`config.mk`:
```
export PLATFORM = sky130hd
export DESIGN_NAME = fifo_rd_stream_adapter
export DESIGN_NICKNAME = d
export VERILOG_FILES = /design/src/rtl/fifo_common_pkg.sv /design/src/rtl/fifo_skid_buf.sv /design/src/rtl/fifo_rd_stream_adapter.sv
export SDC_FILE = /design/constraint.sdc
export NUM_CORES = 1
export LEC_CHECK = 0
export BUFFER_PORTS_ARGS = -buffer_cell sky130_fd_sc_hd__clkbuf_2
export CAP_MARGIN = 20
export CORE_UTILIZATION = 45
export DETAILED_ROUTE_END_ITERATION = 8
export PLACE_DENSITY = 0.77
export SLEW_MARGIN = 20
export SYNTH_ARGS = -nofsm -noshare
export SYNTH_HDL_FRONTEND = slang
export SYNTH_HIERARCHICAL = 1
export SYNTH_SLANG_ARGS = --single-unit
export TNS_END_PERCENT = 30
```
`constraint.sdc`:
```
create_clock -name clk -period 3.26 [get_ports clk]
set_input_delay 0.326 -clock clk [delete_from_list [all_inputs] [get_ports clk]]
set_output_delay 0.326 -clock clk [all_outputs]
set_load 0.005 [all_outputs]
```
`src/rtl/fifo_common_pkg.sv`:
```
// Shared definitions for the sync FIFO and its read-side neighbours:
// default word width, word type and the circular-pointer wrap helper.
package fifo_common_pkg;

  localparam int unsigned FIFO_DATA_WIDTH = 32'd8;

  typedef logic [FIFO_DATA_WIDTH-1:0] fifo_data_t;

  // Advance a circular index, wrapping depth-1 -> 0 (works for any depth).
  function automatic int unsigned buf_ptr_inc(input int unsigned ptr, input int unsigned depth);
    int unsigned nxt_s;
    if (ptr >= (depth - 32'd1)) begin
      nxt_s = 32'd0;
    end else begin
      nxt_s = ptr + 32'd1;
    end
    return nxt_s;
  endfunction

endpackage

```
`src/rtl/fifo_skid_buf.sv`:
```
// Small circular output buffer: push at wr_ptr, pop at rd_ptr, occupancy
// count. The caller guarantees push never targets a full buffer and pop is
// only requested while the buffer holds a word.
module fifo_skid_buf
  import fifo_common_pkg::*;
#(
  parameter int unsigned DATA_WIDTH = FIFO_DATA_WIDTH,
  parameter int unsigned DEPTH      = 32'd3
) (
  input  logic                          clk,
  input  logic                          rst_n,
  input  logic                          push,
  input  logic [DATA_WIDTH-1:0]         push_data,
  input  logic                          pop,
  output logic [DATA_WIDTH-1:0]         head,
  output logic [$clog2(DEPTH+1)-1:0]    count
);

  localparam int unsigned PTR_W = (DEPTH > 32'd1) ? $clog2(DEPTH) : 32'd1;
  localparam int unsigned CNT_W = $clog2(DEPTH + 32'd1);

  logic [DATA_WIDTH-1:0] mem_r [DEPTH];
  logic [PTR_W-1:0]      wr_ptr_r;
  logic [PTR_W-1:0]      rd_ptr_r;
  logic [CNT_W-1:0]      count_r;
  logic [PTR_W-1:0]      wr_ptr_nxt_s;
  logic [PTR_W-1:0]      rd_ptr_nxt_s;

  // Next pointer values using the shared wrap rule (handles non-power-of-2 depths).
  always_comb begin
    wr_ptr_nxt_s = PTR_W'(buf_ptr_inc(32'(wr_ptr_r), DEPTH));
    rd_ptr_nxt_s = PTR_W'(buf_ptr_inc(32'(rd_ptr_r), DEPTH));
  end

  // Storage, pointers and occupancy; a simultaneous push and pop leaves count unchanged.
  always_ff @(posedge clk or negedge rst_n) begin
    if (!rst_n) begin
      for (int i = 0; i < int'(DEPTH); i++) begin
        mem_r[i] <= '0;
      end
      wr_ptr_r <= '0;
      rd_ptr_r <= '0;
      count_r  <= '0;
    end else begin
      if (push) begin
        mem_r[wr_ptr_r] <= push_data;
        wr_ptr_r        <= wr_ptr_nxt_s;
      end
      if (pop) begin
        rd_ptr_r <= rd_ptr_nxt_s;
      end
      case ({push, pop})
        2'b10:   count_r <= count_r + CNT_W'(1);
        2'b01:   count_r <= count_r - CNT_W'(1);
        default: count_r <= count_r;
      endcase
    end
  end

  // Head word and occupancy straight from the registers.
  always_comb begin
    head  = mem_r[rd_ptr_r];
    count = count_r;
  end

endmodule

```
`src/rtl/fifo_rd_stream_adapter.sv`:
```
// Drains the sync FIFO read port (1-cycle read latency) into a valid/ready
// stream. Reads are issued only against free buffer credit, counting the
// in-flight word as reserved, so captures never overflow and m_ready has
// no combinational path to the FIFO.
// Optional feature macro: FIFO_RD_CNT_EN adds the xfer_count output.
module fifo_rd_stream_adapter
  import fifo_common_pkg::*;
#(
  parameter int unsigned DATA_WIDTH = FIFO_DATA_WIDTH,
  parameter int unsigned BUF_DEPTH  = 32'd3,
  parameter int unsigned CNT_WIDTH  = 32'd16
) (
  input  logic                  clk,
  input  logic                  rst_n,
  input  logic                  fifo_empty,
  output logic                  fifo_read_enable,
  input  logic [DATA_WIDTH-1:0] fifo_data_out,
  output logic                  m_valid,
  input  logic                  m_ready,
  output logic [DATA_WIDTH-1:0] m_data
`ifdef FIFO_RD_CNT_EN
  ,
  output logic [CNT_WIDTH-1:0]  xfer_count
`endif
);

  localparam int unsigned CNT_W = $clog2(BUF_DEPTH + 32'd1);

  logic             inflight_r;
  logic [CNT_W-1:0] buf_count_s;
  logic [CNT_W:0]   credit_used_s;
  logic             pop_s;

  // Issue a read only when the FIFO has data and buffer plus in-flight leaves a free slot.
  always_comb begin
    credit_used_s    = {1'b0, buf_count_s} + {{CNT_W{1'b0}}, inflight_r};
    fifo_read_enable = rst_n & ~fifo_empty & (credit_used_s < (CNT_W + 1)'(BUF_DEPTH));
    m_valid          = (buf_count_s != '0);
    pop_s            = m_valid & m_ready;
  end

  // A strobe this clock means the FIFO presents a word next clock.
  always_ff @(posedge clk or negedge rst_n) begin
    if (!rst_n) begin
      inflight_r <= 1'b0;
    end else begin
      inflight_r <= fifo_read_enable;
    end
  end

  fifo_skid_buf #(
    .DATA_WIDTH (DATA_WIDTH),
    .DEPTH      (BUF_DEPTH)
  ) u_buf (
    .clk       (clk),
    .rst_n     (rst_n),
    .push      (inflight_r),
    .push_data (fifo_data_out),
    .pop       (pop_s),
    .head      (m_data),
    .count     (buf_count_s)
  );

`ifdef FIFO_RD_CNT_EN
  logic [CNT_WIDTH-1:0] xfer_count_r;

  // Count accepted stream words, wrapping naturally at 2**CNT_WIDTH.
  always_ff @(posedge clk or negedge rst_n) begin
    if (!rst_n) begin
      xfer_count_r <= '0;
    end else if (pop_s) begin
      xfer_count_r <= xfer_count_r + CNT_WIDTH'(1);
    end else begin
      xfer_count_r <= xfer_count_r;
    end
  end

  // Drive the counter port from its register.
  always_comb begin
    xfer_count = xfer_count_r;
  end
`else
  localparam int unsigned CNT_WIDTH_UNUSED = CNT_WIDTH;
`endif

endmodule

```
======== Yosys cells after proc, flatten, opt, wreduce, memory -nomap -nowiden ========
Cells that the tools add are included.
storage, ports and cells
  input bits .............................. 12
  bits in registers ....................... 31
  logic and storage cells ................. 38
operators by class
  bitwise logic cells ..................... 6
  equal/unequal tests ..................... 2
  reduce and logical (&&, ||, !) cells .... 3
  $lt $le $gt $ge ......................... 6
  mux-type cells .......................... 9
  add/sub/neg operators ................... 5
operators by type and width
  cell                                                      count
  bitwise mux 24 bit                                        1
  2-to-1 mux 8 bit                                          3
  binary-select mux 8 bit (select 2 bit)                    1
  demux 8 bit (select 2 bit)                                1
  adder 2 x 1 -> 2 bit, second input constant               3
  greater-or-equal comparator 3 bit, second input constant  2
  NOT 2 -> 3 bit                                            2
  greater-or-equal comparator 2 bit, second input constant  2
  2-to-1 mux 2 bit                                          2
  one-hot mux 2 bit (2 select lines)                        1
  nonzero test 2 bit                                        2
  adder 2 x 1 -> 3 bit                                      1
  AND 1 bit                                                 3
  < comparator 3 x 1 -> 1 bit, second input constant        1
  < comparator 3 x 2 -> 1 bit, second input constant        1
  == test 2 x 1 -> 1 bit, second input constant             1
  == test 2 bit, second input constant                      1
  subtractor 2 x 1 -> 2 bit, second input constant          1
  logical AND 1 bit                                         1
  NOT 1 bit                                                 1

======== Depth between registers and ports, before layout ========
Gate-level depths: netlist (run 1).
  depth in word-level cells ............... 6
  gate-level depth with buffers ........... 6
  depth with buffers taken out ............ 6

======== By module ========
The synthesis (run 1) kept the hierarchy.
modules (own cells, without submodules)
  module                  cells an instance  times used  area each (µm²)
  fifo_skid_buf           98                 1           1305.0
  fifo_rd_stream_adapter  7                  1           86.3

======== Least setup slack after synthesis (run 1) ========
OpenSTA, ideal clock, no wires.
  path kind ............................... register to output
  from .................................... reg inflight_r
  to ...................................... out fifo_read_enable
  data arrival time ....................... 1.221 ns
  slack ................................... 1.713 ns
  buffers on the path ..................... 0
  required time ........................... 2.934 ns
  cell stages (with the launch flop) ...... 4
  cells stage by stage .................... dfrtp_1 ha_1 ha_1 a2111oi_2
on the way
  word-level cells in the longest chain between the ends .. 3
ends and longest elaborated chain
  element                      RTL line                      text
  start: declaration           fifo_rd_stream_adapter.sv:29  logic inflight_r;
  start signal: assignment     fifo_rd_stream_adapter.sv:47  inflight_r <= fifo_read_enable;
  adder 2 x 1 -> 3 bit         fifo_rd_stream_adapter.sv:36  credit_used_s = {1'b0, buf_count_s} + {{CNT_W{1'b0}}, inflight_r};
  < comparator 3 x 2 -> 1 bit  fifo_rd_stream_adapter.sv:37  fifo_read_enable = rst_n & ~fifo_empty & (credit_used_s < (CNT_W + 1)'(BUF_DEPTH));
  AND 1 bit                    fifo_rd_stream_adapter.sv:37
  end: declaration             fifo_rd_stream_adapter.sv:16  output logic fifo_read_enable,
No other way between the ends.

======== Worst setup path after layout (run 1) ========
  from .................................... in rst_n
  to ...................................... out fifo_read_enable
on the way
  word-level cells in the longest chain between the ends .. 2
ends and longest elaborated chain
  element                  RTL line                      text
  start: declaration       fifo_rd_stream_adapter.sv:14  input logic rst_n,
  AND 1 bit (2 in series)  fifo_rd_stream_adapter.sv:37
No other way between the ends.

==> metrics.md, run 1 <==
| Metric | Value |
|---|---|
| Cts repair resizes | `0` |
| Synth warn | `6` |
| GRT Total Usage | `between 10% and 20%` |
| Clock Latency Late Sink | `330 ps` |
| Routed WL per cell | `around 15 um` |
| Cell variety after synth | `21` |
| Worst-Margin Slew | `800 ps` |
| Post-synthesis sequential area ratio | `55.8%` |
| Routed Antenna Nets | `0` |
| Syn_nets | `120` |
| XOR/XNOR Fraction of Synth Area | `1.89%` |
| Multiplexer share of the synthesized area | `between 20% and 30%` |
| Critical path arrival | `between 1500 and 2000 ps` |
| CP Launch Type | `primary input` |
| NumNets Final | `146` |
| Final period util | `67.8%` |
| Max IR drop VDD | `0.421 mV` |
| Row cnt | `19` |
| DR iter-0 viols | `5` |
| Rel. slew slack | `46.4%` |
| Worst EP required | `between 2000 and 3000 ps` |
| Global-route wire length before repair | `4150 um` |
| Initial core utilization | `around half` |
| DIE AREA | `~3300 sq um` |
| HPWL after DPL | `1740 um` |
| PortBufs | `21` |
| Static leakage | `0.732 nW` |
| Crit path kind | `primary input to output port` |
| Clock Tree Buf Depth | `2` |
| CTS tree | `built` |
| Achievable Freq | `around 450 MHz` |
| Power Density | `952 nW/um^2` |
| Crit. End Element | `output port` |
| Post-Synth Adder-Cell Area | `2.70%` |
| TritonCTS Buffers | `5` |
| Die H | `57.6 um` |
| Pre-antenna DRT Iters | `4` |
| Die Width | `57.6 um` |
| Synthesis-to-finish area growth | `13.9%` |
| Max_cap viols | `0` |
| Simple-gate portion of the synthesized area | `5.94%` |
| Avg Synthesized Cell Area | `between 10 and 15 sq um` |
| Pin count of the biggest net entering global routing | `33` |
| Final hold viol count | `0` |
| Hold WC Path Type | `primary input to flop` |
| Setup violators final | `0` |
| Outcome | `completed` |
| Hold_sp | `fifo_empty` |
| Vias/cell | `5.34` |
| Min Tclk post-route | `2210 ps` |
| Sink Count | `31` |
| Via count | `between 800 and 900` |
| Main flop type after synthesis | `dfrtp_1` |
| Initial antenna violation count | `0` |
| Compound-Gate Fraction of Synth Area | `4.86%` |
| R2R cell count | `3` |
| Worst-path clk slew | `80 ps` |
| EDFF count, synth | `0` |
| Grt ovf | `0` |
| N_diodes | `0` |
| Final wirelength | `2460 um` |
| Post-CTS Setup Inserts | `0` |
| Final Max Tran Viols | `0` |
| Vias in the first global route | `just under 900` |
| Largest family of logic cells by synthesized area | `multiplexers` |
| Hold path endpoint | `inflight_r$_DFF_PN0_` |
| FF-to-FF End | `u_buf/mem_r[23]$_DFFE_PN0P_` |
| Synthesized area | `1390 sq um` |
| Drt drc | `0` |
| Critical Path Fanout Max | `32` |
| Asr flop ratio synth | `100%` |
| Htree depth | `2` |
| Clock skew | `13.4 ps` |
| Worst reg2reg startpoint | `inflight_r$_DFF_PN0_` |
| FF+latch count, synth | `31` |
| Mapped Cells | `between 100 and 150` |
| Hold depth | `2` |
| IO Pins | `22` |
| Reg2reg setup slack | `1610 ps` |
| Final design utilization | `55.6%` |
| Share of cells above drive strength 1 | `44.7%` |
| Root buf cell | `clkbuf_4` |
| Core area | `2850 sq um` |
| # fillers | `250` |
| RSZ-0062 raised after global routing | `false` |
| Placer congestion estimate | `slightly above 0.7` |
| Sum Neg Setup Slack | `0 ps` |
[state kept, by name (all words and copies together) (netlist names)]
name and count:
u_buf/mem_r 24, u_buf/wr_ptr_r 2, u_buf/count 2, u_buf/rd_ptr_r 2
inflight_r 1
[cells in the mapped netlist, types with 2 or more instances]
cell type / n / area share [%]
ha_1: 3 / 2.7
nor2_1: 2 / 0.54
dfrtp_1: 31 / 56
o21ai_0: 9 / 3.2
xnor2_1: 2 / 1.3
buf_2: 2 / 0.72
inv_1: 2 / 0.54
mux2_2: 26 / 21
nand2_1: 8 / 2.2
mux2i_1: 8 / 5.8
clkbuf_1: 2 / 0.54
[power breakdown]
part	leakage, nW	switching [mW]	internal (mW)
combinational	0.334	0.240	0.340
sequential	0.368	0.149	0.576
clock	0.0293	0.118	0.0838
total	0.732	0.508	1.00
[layout make-up]
class / instances / area [sq um] / area share [%]
inverter: 3 / 11.3 / 0.710
multi-input combinational: 67 / 587 / 37.0
sequential: 31 / 776 / 48.9
clock buffer: 7 / 45.0 / 2.84
clock inverter: 1 / 5.00 / 0.316
timing repair buffer: 23 / 123 / 7.73
tap: 31 / 38.8 / 2.45
[worst max-delay path by stage]
| stage | from | to | depth (start not counted) |
|---|---|---|---|
| after floorplan | inflight_r$_DFF_PN0_ | fifo_read_enable | 3 |
| after global placement | u_buf/rd_ptr_r[1]$_DFFE_PN0P_ | m_data[5] | 4 |
| after detailed placement | u_buf/rd_ptr_r[1]$_DFFE_PN0P_ | m_data[3] | 4 |
| after CTS | rst_n | fifo_read_enable | 6 |
| after global routing | rst_n | fifo_read_enable | 6 |
| final | rst_n | fifo_read_enable | 6 |
[worst max-delay path, cell delays in order]
cell and delay (ps):
dlygate4sd3_1 520, clkbuf_2 90, buf_4 340, inv_1 100
a2111oi_2 330, clkbuf_2 170
[metrics by stage]
stage / setup slack, ps / hold WS, ps / area [sq um] / instances / total power [mW]
2_1_floorplan: 1710 / 30.4 / 1390 / 105 / 1.11
3_3_place_gp: 1500 / 356 / 1530 / 154 / 1.28
3_5_place_dp: 1460 / 362 / 1530 / 154 / 1.32
4_1_cts: 1010 / 147 / 1590 / 163 / 1.52
5_1_grt: 877 / 154 / 1590 / 163 / 1.63
6_report: 1050 / 160 / 1590 / 163 / 1.51
[cell usage in the layout (no fill, tap or decap), types with 2 or more instances in the layout]
cell / count
clkbuf_1: 2
clkbuf_4: 5
ha_1: 3
nor2_1: 2
clkbuf_2: 21
mux2_2: 26
dfrtp_1: 31
o21ai_0: 9
xnor2_1: 2
inv_1: 2
nand2_1: 8
mux2i_1: 8
[timing repair]
item | CTS | global route
hold endpoints to repair | 9 | 0
endpoints found under the setup margin | 0 | 0
hold buffers | 1 | 0
[cells by family (layout without fill, tap and decap cells)]
kind of cell / Yosys count / after routing
adders and majority gates: 3 / 3
buffers and inverters: 7 / 34
DFF: 31 / 31
xor gates and xnor gates: 3 / 3
muxes: 34 / 34
and+or+nand+nor: 16 / 16
AOI/OAI and AO/OA: 11 / 11
[metal layers]
metal	vias up	global-route usage, %	routed length [um]
met5	-	0	0
met4	0	6.27	28
met3	4	7.03	106
met2	17	27.6	1200
met1	431	21.5	1130
li1	419	-	-
No activity file was read; power rests on OpenSTA's default activity.
==> inputs of run 2 (changes only) <==
ABC_AREA = 1   (was not set)
PLACE_DENSITY = 0.76   (was 0.77)
clock period = 2.13 ns   (was 3.26 ns; I/O delays follow)
==> run 2 against run 1 <==
  * Via count grew 34%
  * First-iteration DRC count grew to 12 times the previous value
  * Non-clock buffer count grew 1
  * Final area grew 8.1%
  * Register-to-register slack lost 880 ps
  * Critical path type is now flop to output port
==> metrics.md, run 2 <==
| Metric | Value |
|---|---|
| Outcome | `completed` |
| Max FFs per register | `24 (unchanged)` |
| Clock skew | `8.66 ps (-4.69 ps)` |
| Routed Antenna Nets | `0 (unchanged)` |
| Simple-gate portion of the synthesized area | `22.9% (+17 points)` |
| Initial core utilization | `48.3% (-0.45 points)` |
| Crit. Startpoint | `inflight_r$_DFF_PN0_` |
| Final period util | `approximately nine tenths` |
| Seq. cell area | `776 sq um (unchanged)` |
| Crit path kind | `flop to output port` |
| Initial antenna violation count | `0 (unchanged)` |
| Placed Cells | `225 (+46%)` |
| Tot Pwr | `2.50 mW (+66%)` |
| Top Usage Layer GRT | `met2` |
| Power Density | `1460 nW/um^2 (+53%)` |
| Multi-input logic area | `631 sq um (+7.5%)` |
| DIE AREA | `3590 sq um (+8.3%)` |
| Clock Latency Late Sink | `330 ps (about the same)` |
| Min Tclk post-route | `1930 ps` |
| PortBufs | `21 (unchanged)` |
| HPWL after DPL | `2040 um (+17%)` |
| Vias/cell | `5.00 (-6.3%)` |
| Asr flop ratio synth | `100% (unchanged)` |
| WP buf/inv | `1 (-4)` |
| Avg Synthesized Cell Area | `9.39 sq um (-29%)` |
| Main flop type after synthesis | `dfrtp_1` |
| Crit-path cells | `ha_1, ha_1, nand2_1, nand2_1, nor2_1, clkbuf_2` |
| # fillers | `299 (+20%)` |
| Hold_buf cts | `1 (unchanged)` |
| Most flop-heavy register | `u_buf/mem_r` |
| Max IR drop VDD | `0.533 mV (+27%)` |
| Vias in the first global route | `1110 (+26%)` |
| Routing usage on met2 | `31.9% (+4.3 points)` |
| Cts repair resizes | `0 (unchanged)` |
| Die H | `60.0 um (+4.1%)` |
| Core area | `3130 sq um (+9.6%)` |
| Post-Synth Adder-Cell Area | `2.48% (-0.21 points)` |
| Routed WL per cell | `12.6 um (-16%)` |
| Rel. slew slack | `57.3% (+11 points)` |
| Root buf cell | `clkbuf_4` |
| Synth warn | `6 (unchanged)` |
| Critical path arrival | `1710 ps (-180 ps)` |
| Cell variety after synth | `16 (-24%)` |
| Critical Path Fanout Max | `7 (-78%)` |
| Crit. End Element | `output port` |
| Hold_sp | `fifo_empty` |
| Grt ovf | `0 (unchanged)` |
| Top post-synthesis cells by area | `dfrtp_1 51%, o21ai_2 14%, nand2_1 14%` |
| Final non-filler cell total | `234 (+44%)` |
| Sink Count | `31 (unchanged)` |
| CP Launch Type | `flop` |
| IO Pins | `22 (unchanged)` |
| Share of cells above drive strength 1 | `31.1% (-14 points)` |
| Synthesis-to-finish area growth | `13.3%` |
| FF+latch count, synth | `31 (unchanged)` |
| CP delay by family, top | `adder cells` |
| Sum Neg Setup Slack | `0 ps (unchanged)` |
| Final wirelength | `2960 um (+20%)` |
| Pre-antenna DRT Iters | `4 (unchanged)` |
| Most frequent cells in the layout | `55 x nand2_1, 31 x dfrtp_1, 24 x o21ai_2` |
| Via count | `1171 (+34%)` |
| Mapped Cells | `161 (+53%)` |
| Commonest non-fill, non-tap cell in the layout | `nand2_1` |
| Hold WC Path Type | `primary input to flop` |
| Post-CTS Setup Inserts | `0 (unchanged)` |
| Clock Tree Buf Depth | `2 (unchanged)` |
| Pin count of the biggest net entering global routing | `32 (-3.0%)` |
| Max_cap viols | `0 (unchanged)` |
| Die Width | `60.0 um (+4.1%)` |
| Final hold viol count | `0 (unchanged)` |
| Compound-Gate Fraction of Synth Area | `15.7% (+11 points)` |
| Static leakage | `0.878 nW (+20%)` |
| Synthesized area | `1510 sq um (+8.6%)` |
| Worst-path clk slew | `80 ps (about the same)` |
| Placer congestion estimate | `0.758 (+5.3%)` |
| Achievable Freq | `519 MHz` |
| Worst reg2reg startpoint | `u_buf/count[0]$_DFFE_PN0P_` |
| Worst EP required | `1920 ps (-1010 ps)` |
| Worst-Margin Slew | `638 ps (-162 ps)` |
| Largest area contributor in the netlist | `dfrtp_1` |
| Setup violators final | `0 (unchanged)` |
| GRT Total Usage | `19.8% (+2.4 points)` |
| Htree depth | `2 (unchanged)` |
| Largest family of logic cells by synthesized area | `simple AND/OR/NAND/NOR gates` |
| Global-route wire length before repair | `5090 um (+23%)` |
| Most common cell in the netlist | `nand2_1` |
| CP peak stage delay | `520 ps (about the same)` |
| Met1 Use GR | `25.4% (+3.9 points)` |
| Post-synthesis sequential area ratio | `51.3% (-4.4 points)` |
| Post-synth top area share | `51.3% (-4.4 points)` |
| TritonCTS Buffers | `5 (unchanged)` |
| Multiplexer share of the synthesized area | `0% (-27 points)` |
| Drt drc | `0 (unchanged)` |
| XOR/XNOR Fraction of Synth Area | `0.579% (-1.3 points)` |
| Highest-delay cell along the critical path | `dfrtp_1` |
| Row cnt | `20 (+1)` |
| N_diodes | `0 (unchanged)` |
| Syn_nets | `176 (+47%)` |
| Final Max Tran Viols | `0 (unchanged)` |
| EDFF count, synth | `0 (unchanged)` |
| DR iter-0 viols | `60 (+55)` |
| NumNets Final | `204 (+40%)` |
| RSZ-0062 raised after global routing | `false` |
| Post-synth top cells | `55 x nand2_1, 31 x dfrtp_1, 24 x o21ai_2, 19 x inv_1, 9 x nand3_1` |
| Met3 usage | `6.06% (-0.97 points)` |
| CTS tree | `built` |
-- run 2: tightest hold or removal path: cells and delay by family --
kind / cells / cell delay (ps)
and+or+nand+nor: 2 / 90
buffers and inverters: 2 / 100
-- run 2: final timing paths --
path,endpoint,slack (ps),cells past startpoint
setup / recovery,fifo_read_enable,200,6
hold / removal,inflight_r$_DFF_PN0_,120,4
setup reg to reg,u_buf/count[1]$_DFFE_PN0P_,730,6
hold reg to reg,u_buf/mem_r[11]$_DFFE_PN0P_,490,2
max in group asynchronous,inflight_r$_DFF_PN0_,1370,3
min in group asynchronous,u_buf/count[1]$_DFFE_PN0P_,470,3
-- run 2: power breakdown --
| part | internal (mW) | switching [mW] | total [mW] |
|---|---|---|---|
| combinational | 0.468 | 0.628 | 1.10 |
| sequential | 0.877 | 0.201 | 1.08 |
| clock | 0.128 | 0.195 | 0.324 |
-- run 2: cell type report --
type | count | area share (%)
Clock buffer | 7 | 2.63
Clock inverter | 1 | 0.292
Inverter | 19 | 4.16
Multi-Input combinational cell | 108 | 36.8
Sequential cell | 31 | 45.3
Tap cell | 44 | 3.21
Timing Repair Buffer | 24 | 7.60
-- run 2: per-stage QoR --
step	hold slack, ps	util [%]	area, sq um	setup slack (ps)
floorplan	-82.6	-	1510	725
global placement	282	52.8	1650	592
detailed placement	301	52.8	1650	544
CTS	105	54.8	1710	181
global route	150	54.8	1710	74.7
finish	115	54.8	1710	204
-- run 2: cells by family after synthesis --
logic type                 count (synthesis)
xor gates and xnor gates                   1
and+or+nand+nor                           75
adders and majority gates                  3
buffers and inverters                     22
DFF                                       31
AOI/OAI and AO/OA                         29
-- run 2: metal layers --
metal / share of wire, % / up-vias
li1: - / 573
met2: 50 / 26
met5: 0 / -
met1: 45 / 567
met4: 1.4 / 0
met3: 4.2 / 5
==> inputs of run 3 (changes only) <==
--- a/config.mk
+++ b/config.mk
@@ -13,3 +13,3 @@
 export PLACE_DENSITY = 0.76
-export SLEW_MARGIN = 20
+export SLEW_MARGIN = 0
 export SYNTH_ARGS = -nofsm -noshare
==> constraint.sdc (replaced) <==
create_clock -name clk -period 2.13 [get_ports clk]
set_input_delay 0.3195 -clock clk [delete_from_list [all_inputs] [get_ports clk]]
set_output_delay 0.3195 -clock clk [all_outputs]
set_load 0.005 [all_outputs]
==> run 3 against run 2 <==
  * Maximum frequency fell by 4.0%
  * Sequential cell count did not move
  * Total power fell by 0.21%
  * Worst setup slack got worse by 80 ps
  * First-iteration DRC count fell by 18%
  * Clock-buffer cell count did not move
  * Critical path depth did not move
  * Critical endpoint unchanged
  * Largest cell class unchanged
==> metrics.md, run 3 (synthesis results as in run 2) <==
| Metric | Value |
|---|---|
| CTS tree | `built` |
| Final hold viol count | `0 (unchanged)` |
| Min Tclk post-route | `2010 ps (+79.8 ps)` |
| Routed Antenna Nets | `0 (unchanged)` |
| FF-to-FF End | `u_buf/count[1]$_DFFE_PN0P_` |
| Crit. End Element | `output port` |
| Die Width | `60.0 um (unchanged)` |
| Drt drc | `0 (unchanged)` |
| Grt ovf | `0 (unchanged)` |
| Synthesis-to-finish area growth | `13.2%` |
| Row cnt | `20 (unchanged)` |
| Share of cells above drive strength 1 | `31.6% (+0.53 points)` |
| Via count | `1144 (-2.3%)` |
| Initial core utilization | `48.3% (unchanged)` |
| Clock Tree Buf Depth | `2 (unchanged)` |
| Worst-Margin Slew | `446 ps (-192 ps)` |
| Sum Neg Setup Slack | `0 ps (unchanged)` |
| Initial antenna violation count | `0 (unchanged)` |
| RSZ-0062 raised after global routing | `false` |
| Cts repair resizes | `0 (unchanged)` |
| Htree depth | `2 (unchanged)` |
| Pre-antenna DRT Iters | `4 (unchanged)` |
| Clock skew | `9.21 ps (+0.555 ps)` |
| DR iter-0 viols | `49 (-18%)` |
| CP Launch Type | `flop` |
| Rel. slew slack | `70.2% (+13 points)` |
| Achievable Freq | `499 MHz (-4.0%)` |
| R2R cell count | `6 (unchanged)` |
| Most flop-heavy register | `u_buf/mem_r` |
| IO Pins | `22 (unchanged)` |
| Final Max Tran Viols | `0 (unchanged)` |
| Placer congestion estimate | `0.767 (+1.2%)` |
| Commonest non-fill, non-tap cell in the layout | `nand2_1` |
| PortBufs | `21 (unchanged)` |
| Setup WS pre-CTS | `463 ps (-81.4 ps)` |
| Final period util | `94.1% (+3.7 points)` |
| Sink Count | `31 (unchanged)` |
| NumNets Final | `204 (unchanged)` |
| Pin count of the biggest net entering global routing | `32 (unchanged)` |
| Critical path arrival | `1690 ps (-20 ps)` |
| Core area | `3130 sq um (unchanged)` |
| GRT Total Usage | `18.7% (-1.1 points)` |
| HPWL after DPL | `1990 um (-2.6%)` |
| Final Worst Setup Slack | `125 ps (-79.8 ps)` |
| Routed WL per cell | `12.3 um (-2.9%)` |
| Max FFs per register | `24 (unchanged)` |
| Clock Latency Late Sink | `330 ps (about the same)` |
| Most frequent cells in the layout | `55 x nand2_1, 31 x dfrtp_1, 24 x o21ai_2` |
| Post-CTS Setup Inserts | `0 (unchanged)` |
| Static leakage | `0.879 nW (+0.12%)` |
| Final wirelength | `2880 um (-2.9%)` |
| Reg2reg setup slack | `760 ps (+30 ps)` |
| Root buf cell | `clkbuf_4` |
| Placed Cells | `226 (+0.44%)` |
| Max IR drop VDD | `0.483 mV (-9.4%)` |
| TritonCTS Buffers | `5 (unchanged)` |
| Worst-path clk slew | `90 ps (about the same)` |
| # fillers | `292 (-2.3%)` |
| N_diodes | `0 (unchanged)` |
| Crit path kind | `flop to output port` |
| DIE AREA | `3590 sq um (unchanged)` |
| Power Density | `1460 nW/um^2 (about the same)` |
| Vias/cell | `4.89 (-2.3%)` |
| Worst reg2reg startpoint | `u_buf/count[0]$_DFFE_PN0P_` |
| Vias in the first global route | `1006 (-9.4%)` |
| Max_cap viols | `0 (unchanged)` |
| Setup violators final | `0 (unchanged)` |
| Hold WC Path Type | `primary input to async pin` |
| Global-route wire length before repair | `4650 um (-8.7%)` |
| Outcome | `completed` |
| Hold_buf cts | `0 (-1)` |
| Final non-filler cell total | `234 (unchanged)` |
| Die H | `60.0 um (unchanged)` |
| Critical Path Fanout Max | `7 (unchanged)` |
| Worst EP required | `1810 ps (-110 ps)` |
run 3: cell types whose count changed in the layout (fill, tap and decap cells not counted), sizes merged:
cell / before / now
buf: 2 / 3
dlygate4sd3: 1 / 0
run 3: per-layer routing:
layer / GRT usage, % / wire, um / share of wire (%)
met5: 0 / 0 / 0
met4: 11.6 / 55 / 1.9
met3: 4.76 / 116 / 4.0
met1: 23.7 / 1330 / 46
met2: 28.4 / 1370 / 48
run 3: layout make-up:
cell class | instances | area [sq um] | area share [%]
multi-input combinational | 108 | 631 | 36.9
inverter | 19 | 71.3 | 4.17
clock inverter | 1 | 5.00 | 0.293
tap | 44 | 55.1 | 3.22
sequential | 31 | 776 | 45.4
clock buffer | 7 | 45.0 | 2.63
timing repair buffer | 24 | 128 | 7.46
run 3: worst max-delay path by stage:
stage,cells past startpoint,start,to,slack [ps]
after CTS,6,inflight_r$_DFF_PN0_,fifo_read_enable,90
final,6,inflight_r$_DFF_PN0_,fifo_read_enable,120
after detailed placement,6,inflight_r$_DFF_PN0_,fifo_read_enable,460
after global placement,6,inflight_r$_DFF_PN0_,fifo_read_enable,480
after global routing,6,inflight_r$_DFF_PN0_,fifo_read_enable,4
after floorplan,5,inflight_r$_DFF_PN0_,fifo_read_enable,620
run 3: report_power, final:
part	total, mW	switching (mW)	internal (mW)	leakage, nW
registers	1.08	0.202	0.877	0.377
logic	1.09	0.616	0.476	0.473
clock network	0.321	0.192	0.128	0.0293
total	2.49	1.01	1.48	0.879
run 3: worst max-delay path, cell delays in order (launching register included):
cell and delay (ps):
dfrtp_1 510, ha_1 260, ha_1 260, nand2_1 50, nand2_1 40, nor2_1 100, clkbuf_2 120
run 3: metrics by stage:
| step | total power [mW] | cell area (sq um) | util [%] | hold slack (ps) |
|---|---|---|---|---|
| after floorplan | 1.82 | 1510 | - | 23.9 |
| after global placement | 2.12 | 1660 | 53.1 | 390 |
| after detailed placement | 2.19 | 1660 | 53.1 | 395 |
| after CTS | 2.52 | 1710 | 54.7 | 25.3 |
| after global routing | 2.70 | 1710 | 54.7 | 38.3 |
| final | 2.49 | 1710 | 54.7 | 23.4 |
